--- src/rtl/traffic_control_unit_if.sv ---
// Control/status bundle between the traffic sequencer and its datapath.
// The sequencer takes the slave view; the datapath or bench takes the master view.
interface traffic_control_unit_if #(
  parameter int IW = 3,
  parameter int RW = 2,
  parameter int CW = 4
);
  logic          run;
  logic          emerg;
  logic [IW-1:0] index;
  logic [RW-1:0] road;
  logic          counter_zero;
  logic [CW-1:0] timing_data;
  logic          load_counter;
  logic          shift_reg;
  logic          inc_index;
  logic          clear_index;
  logic          inc_road;
  logic          clear;
  logic          busy;
  logic          cycle_done;

  modport master (
    output run, emerg, index, road, counter_zero,
    input  timing_data, load_counter, shift_reg, inc_index, clear_index,
           inc_road, clear, busy, cycle_done
  );

  modport slave (
    input  run, emerg, index, road, counter_zero,
    output timing_data, load_counter, shift_reg, inc_index, clear_index,
           inc_road, clear, busy, cycle_done
  );
endinterface

--- src/rtl/traffic_control_unit.sv ---
// Sequencing FSM for the traffic-light datapath: loads per-phase delays, waits
// for the counter to expire, steps phase/road, and handles emergency all-red.
module traffic_control_unit #(
  parameter int ROADS     = 4,
  parameter int LIGHTS    = 5,
  parameter int COUNT_MAX = 15,
  parameter int T_RED     = 4,
  parameter int T_RA      = 2,
  parameter int T_GREEN   = 10,
  parameter int T_AMBER   = 3,
  parameter int T_ALLRED  = 1
) (
  input  logic                  clk,
  input  logic                  reset,
  traffic_control_unit_if.slave bus
);
  localparam int CW = $clog2(COUNT_MAX);
  localparam int IW = $clog2(6);
  localparam int RW = $clog2(ROADS);

  localparam logic [IW-1:0] LAST_IDX  = IW'(LIGHTS - 1);
  localparam logic [RW-1:0] LAST_ROAD = RW'(ROADS - 1);

  typedef enum logic [1:0] {
    IDLE  = 2'd0,
    LOAD  = 2'd1,
    WAIT  = 2'd2,
    EMERG = 2'd3
  } state_t;

  state_t state_q, state_d;

  logic          load_counter;
  logic          shift_reg;
  logic          inc_index;
  logic          clear_index;
  logic          inc_road;
  logic          clear;
  logic          cycle_done;
  logic [CW-1:0] timing_data;

  // NOTE: state flops use non-blocking assignment so every flop samples pre-edge values.
  always_ff @(posedge clk) begin
    if (reset) state_q <= IDLE;
    else       state_q <= state_d;
  end

  // Per-phase delay table; any index outside the table falls back to the red hold.
  always_comb begin
    timing_data = CW'(T_RED);
    case (int'(bus.index))
      0:       timing_data = CW'(T_RED);
      1:       timing_data = CW'(T_RA);
      2:       timing_data = CW'(T_GREEN);
      3:       timing_data = CW'(T_AMBER);
      4:       timing_data = CW'(T_ALLRED);
      default: timing_data = CW'(T_RED);
    endcase
  end

  // NOTE: every output of this block is defaulted first so no path infers a latch.
  always_comb begin
    state_d      = state_q;
    load_counter = 1'b0;
    shift_reg    = 1'b0;
    inc_index    = 1'b0;
    clear_index  = 1'b0;
    inc_road     = 1'b0;
    clear        = 1'b0;
    cycle_done   = 1'b0;

    if (bus.emerg) begin
      // Emergency wins over everything, including a pending counter expiry.
      clear   = 1'b1;
      state_d = EMERG;
    end else begin
      unique case (state_q)
        IDLE: begin
          if (bus.run) state_d = LOAD;
        end
        LOAD: begin
          load_counter = 1'b1;
          state_d      = WAIT;
        end
        WAIT: begin
          if (bus.counter_zero) begin
            if (bus.index < LAST_IDX) begin
              shift_reg = 1'b1;
              inc_index = 1'b1;
              state_d   = LOAD;
            end else if (bus.road < LAST_ROAD) begin
              // Road handover; run is only re-examined on road boundaries.
              shift_reg   = 1'b1;
              clear_index = 1'b1;
              inc_road    = 1'b1;
              state_d     = bus.run ? LOAD : IDLE;
            end else begin
              // Last road done: datapath clear rewinds index, road and light.
              clear      = 1'b1;
              cycle_done = 1'b1;
              state_d    = bus.run ? LOAD : IDLE;
            end
          end
        end
        EMERG: begin
          clear   = 1'b1;
          state_d = bus.run ? LOAD : IDLE;
        end
        default: state_d = IDLE;
      endcase
    end
  end

  assign bus.timing_data  = timing_data;
  assign bus.load_counter = load_counter;
  assign bus.shift_reg    = shift_reg;
  assign bus.inc_index    = inc_index;
  assign bus.clear_index  = clear_index;
  assign bus.inc_road     = inc_road;
  assign bus.clear        = clear;
  assign bus.cycle_done   = cycle_done;
  assign bus.busy         = (state_q != IDLE);
endmodule

--- src/flat_wrapper.sv ---
// flat-port wrapper written by rule: the top's interface ports become plain ports
module traffic_control_unit_flat 
#(
  parameter int ROADS     = 4,
  parameter int LIGHTS    = 5,
  parameter int COUNT_MAX = 15,
  parameter int T_RED     = 4,
  parameter int T_RA      = 2,
  parameter int T_GREEN   = 10,
  parameter int T_AMBER   = 3,
  parameter int T_ALLRED  = 1
)
  (clk, reset, bus_run, bus_emerg, bus_index, bus_road, bus_counter_zero, bus_timing_data, bus_load_counter, bus_shift_reg, bus_inc_index, bus_clear_index, bus_inc_road, bus_clear, bus_busy, bus_cycle_done);
  traffic_control_unit_if #(.IW(3), .RW(2), .CW(4)) bus_i ();
  input  logic clk;
  input  logic reset;
  input wire logic [$bits(bus_i.run)-1:0] bus_run;
  input wire logic [$bits(bus_i.emerg)-1:0] bus_emerg;
  input wire logic [$bits(bus_i.index)-1:0] bus_index;
  input wire logic [$bits(bus_i.road)-1:0] bus_road;
  input wire logic [$bits(bus_i.counter_zero)-1:0] bus_counter_zero;
  output wire logic [$bits(bus_i.timing_data)-1:0] bus_timing_data;
  output wire logic [$bits(bus_i.load_counter)-1:0] bus_load_counter;
  output wire logic [$bits(bus_i.shift_reg)-1:0] bus_shift_reg;
  output wire logic [$bits(bus_i.inc_index)-1:0] bus_inc_index;
  output wire logic [$bits(bus_i.clear_index)-1:0] bus_clear_index;
  output wire logic [$bits(bus_i.inc_road)-1:0] bus_inc_road;
  output wire logic [$bits(bus_i.clear)-1:0] bus_clear;
  output wire logic [$bits(bus_i.busy)-1:0] bus_busy;
  output wire logic [$bits(bus_i.cycle_done)-1:0] bus_cycle_done;
  assign bus_i.run = bus_run;
  assign bus_i.emerg = bus_emerg;
  assign bus_i.index = bus_index;
  assign bus_i.road = bus_road;
  assign bus_i.counter_zero = bus_counter_zero;
  assign bus_timing_data = bus_i.timing_data;
  assign bus_load_counter = bus_i.load_counter;
  assign bus_shift_reg = bus_i.shift_reg;
  assign bus_inc_index = bus_i.inc_index;
  assign bus_clear_index = bus_i.clear_index;
  assign bus_inc_road = bus_i.inc_road;
  assign bus_clear = bus_i.clear;
  assign bus_busy = bus_i.busy;
  assign bus_cycle_done = bus_i.cycle_done;
  traffic_control_unit #(.ROADS(ROADS), .LIGHTS(LIGHTS), .COUNT_MAX(COUNT_MAX), .T_RED(T_RED), .T_RA(T_RA), .T_GREEN(T_GREEN), .T_AMBER(T_AMBER), .T_ALLRED(T_ALLRED)) u_core (.clk(clk), .reset(reset), .bus(bus_i));
endmodule
--- config.mk ---
export PLATFORM = sky130hd
export DESIGN_NAME = traffic_control_unit_flat
export DESIGN_NICKNAME = d
export VERILOG_FILES = /design/src/rtl/traffic_control_unit_if.sv /design/src/rtl/traffic_control_unit.sv /design/src/flat_wrapper.sv
export SDC_FILE = /design/constraint.sdc
export NUM_CORES = 1
export LEC_CHECK = 0
export BUFFER_PORTS_ARGS = -buffer_cell sky130_fd_sc_hd__buf_4
export CAP_MARGIN = 20
export CORE_AREA = 2 2 39 41
export CTS_CLUSTER_SIZE = 28
export DETAILED_ROUTE_END_ITERATION = 8
export DIE_AREA = 0 0 41 43
export PLACE_DENSITY_LB_ADDON = 0.3
export SLEW_MARGIN = 20
export SYNTH_ARGS = -nofsm -noshare
export SYNTH_HDL_FRONTEND = slang
export SYNTH_SLANG_ARGS = --single-unit
--- constraint.sdc ---
create_clock -name clk -period 2.3 [get_ports clk]
set_input_delay 0.23 -clock clk [delete_from_list [all_inputs] [get_ports clk]]
set_output_delay 0.23 -clock clk [all_outputs]
set_load 0.005 [all_outputs]
==> metrics.csv <==
stage,metric,value,unit
yosys,Post-synth EDFFs,0,
clocking,Post-CTS Setup Inserts,0,
power_and_ir_drop,P per Cell Area,446,nW/um^2
yosys,"count leader, synth",nor2_1,
grt,GRT Resource Usage Total,8.42,%
yosys,Seq cells post-synth,2,
sta,final hold vios,0,
finish,largest reg by FF count,u_core.state_q,
floorplan,Die Footprint,1760,sq um
clocking,PostCTS Resize Cnt,0,
grt,first-pass GRT wire length,924,microns
sta,fin crit period,1.61,ns
yosys,Yosys cell types,23,
grt,largest net degree at the start of global routing,10,
clocking,CTS hold repair buffers,0,
yosys,Post-synth top cells,"nor2_1 (6), a21o_1 (2), a21oi_1 (2), dfxtp_1 (2), inv_1 (2)",
yosys,synth warn,0,
run_status,status,"finished, final reports clean",
critical_path,startpoint types,register,
critical_path,critical path endpoint category,primary output,
sta,final setup TNS,0,ns
floorplan,io pins,22,
drt,DRT Pass-1 Iters,3,
clocking,total CTS buffers,3,
placed_design,detailed placer's ending HPWL,527,microns
yosys,area of the mapped netlist,229,sq um
drt,DR vias/cell,4.28,
finish,FILL cells,157,
critical_path,crit-path max FO,9,
worst_hold_path,Worst Hold Class,in2reg,
grt,vias in the first global route,232,
placed_design,Port Buffer Count,21,
clocking,Clock Sink Count,2,
grt,initial antenna violation count,0,
finish,Final Net Count,65,
critical_path,CP Class,reg2out,
sta,RSZ-0062 raised after global routing,no,
drt,"antenna viol nets, final",0,
floorplan,core area,1380,sq um
yosys,most area-consuming cells after synthesis,"dfxtp_1 (17%), nor2_1 (9.8%), a21o_1 (6.6%)",
clocking,CTS tree,yes,
finish,Post-Layout Cell Count,69,
yosys,asr flop ratio synth,0,%
yosys,post-synthesis sequential area ratio,17.5,%
yosys,cell count after synthesis,32,
job,maxcap violations,0,
clocking,Max Root-Sink Buffers,2,
finish,top flop regs,u_core.state_q: 2 flops,
sta,Slew Limit Fails,0,
drt,final wirelength,672,microns
sta,skew final,0.00121,ns
clocking,H-Tree Depth,1,
finish,synth-to-layout area growth,77.0,%
grt,grt total ovfl,0,
power_and_ir_drop,Leak,0.211,nW
finish,ANT cells,0,
yosys,synthesized area per cell,7.16,sq um
placed_design,dpl cells,66,
sta,Max transition margin,82.4,%
finish,max FFs per register,2,
clocking,Root Driver,clkbuf_4,
floorplan,std cell rows,14,
drt,Post-route DRC,0,
power_and_ir_drop,Peak supply drop,143,uV
yosys,Yosys top cell area share,17.5,%
drt,drt first-iter violations,5,
critical_path,CP required,2.07,ns
clocking,worst skew pair latency,0.23,ns
floorplan,Initial Util,16.5,%
critical_path,Critical Path AT,1.38,ns
floorplan,chip height,43,microns
clocking,clock-pin slew on the worst setup and hold paths,0.03,ns
yosys,Post-synth top flop,dfxtp_1,
finish,share of layout cells above drive strength 1,47.2,%
finish,multi-input logic area,158,sq um
drt,vias,295,
floorplan,Die W,41,microns
drt,Avg WL per Cell,9.74,microns
finish,Reg area,40.0,sq um
sta,fin crit share,70.1,%
yosys,syn nets,42,
sta,Final setup viols,0,
placed_design,gpl congestion,0.770,
sta,FMAX,620,MHz
sta,Worst-Margin Slew,0.262,ns
yosys,Synth area leader,dfxtp_1,
report_power, final:
group,internal [W],switching [W],total [W]
registers,0.0000383,0.00000594,0.0000443
clock network,0.0000577,0.0000217,0.0000794
logic,0.0000358,0.0000213,0.0000571
cell usage in the layout (no fill, tap or decap):
cell / instances
a31oi_1: 1
a21oi_1: 2
dfxtp_1: 2
nand2b_1: 1
nand3_1: 1
nor2b_1: 1
o21ai_0: 1
xnor2_1: 1
nor2_1: 6
a211oi_1: 1
or2_2: 1
a21o_1: 2
mux2i_1: 1
and3b_1: 1
clkbuf_4: 3
nand4bb_1: 1
inv_1: 2
nor3b_1: 1
a221oi_1: 1
nand2_1: 1
buf_4: 21
or3b_1: 1
per-layer routing:
metal	up-vias	share of wire, %	global-route usage (%)
met5	-	0	0
li1	153	-	-
met3	0	11	5.24
met1	129	44	8.63
met4	0	0	8.00
met2	13	44	10.9
critical path, cell delays in order, from the launching register on:
cell and delay, ns:
dfxtp_1 0.45, nand4bb_1 0.22, a211oi_1 0.32, buf_4 0.16
worst paths after layout:
check / slack [ns] / start / cells after the start / to
max: 0.69 / u_core.state_q[1] / 3 / bus_inc_road
max reg2reg: 1.24 / u_core.state_q[1] / 2 / u_core.state_q[1]
min reg2reg: 0.59 / u_core.state_q[0] / 2 / u_core.state_q[1]
min: 0.17 / reset / 2 / u_core.state_q[1]
cell type report:
| cell class | instances | share of cell area [%] |
|---|---|---|
| sequential | 2 | 9.88 |
| multi-input combinational | 25 | 38.9 |
| inverter | 2 | 1.85 |
| clock buffer | 3 | 5.56 |
| tap | 16 | 4.94 |
| timing repair buffer | 21 | 38.9 |
through the flow:
stage	total power [W]	setup slack (ns)	instance area [sq um]	util (%)	hold slack, ns
final	0.000181	0.687	405	29.3	0.171
after global routing	0.000198	0.600	405	29.3	0.162
after CTS	0.000188	0.663	405	29.3	0.162
after detailed placement	0.000103	0.913	383	27.7	0.408
after global placement	0.000102	0.955	383	27.7	0.402
after floorplan	0.0000718	0.993	229	-	0.299
cells by family (layout without fill, tap and decap cells):
logic type | after synthesis | in the layout | synth area share (%)
AO/OA/AOI/OAI | 8 | 8 | 23.0
AND/OR/NAND/NOR | 15 | 15 | 37.7
buffers and inverters | 5 | 26 | 13.7
flip-flops | 2 | 2 | 17.5
multiplexers | 1 | 1 | 4.37
XOR/XNOR | 1 | 1 | 3.83
Note: power is estimated with default switching activity, not from simulation.
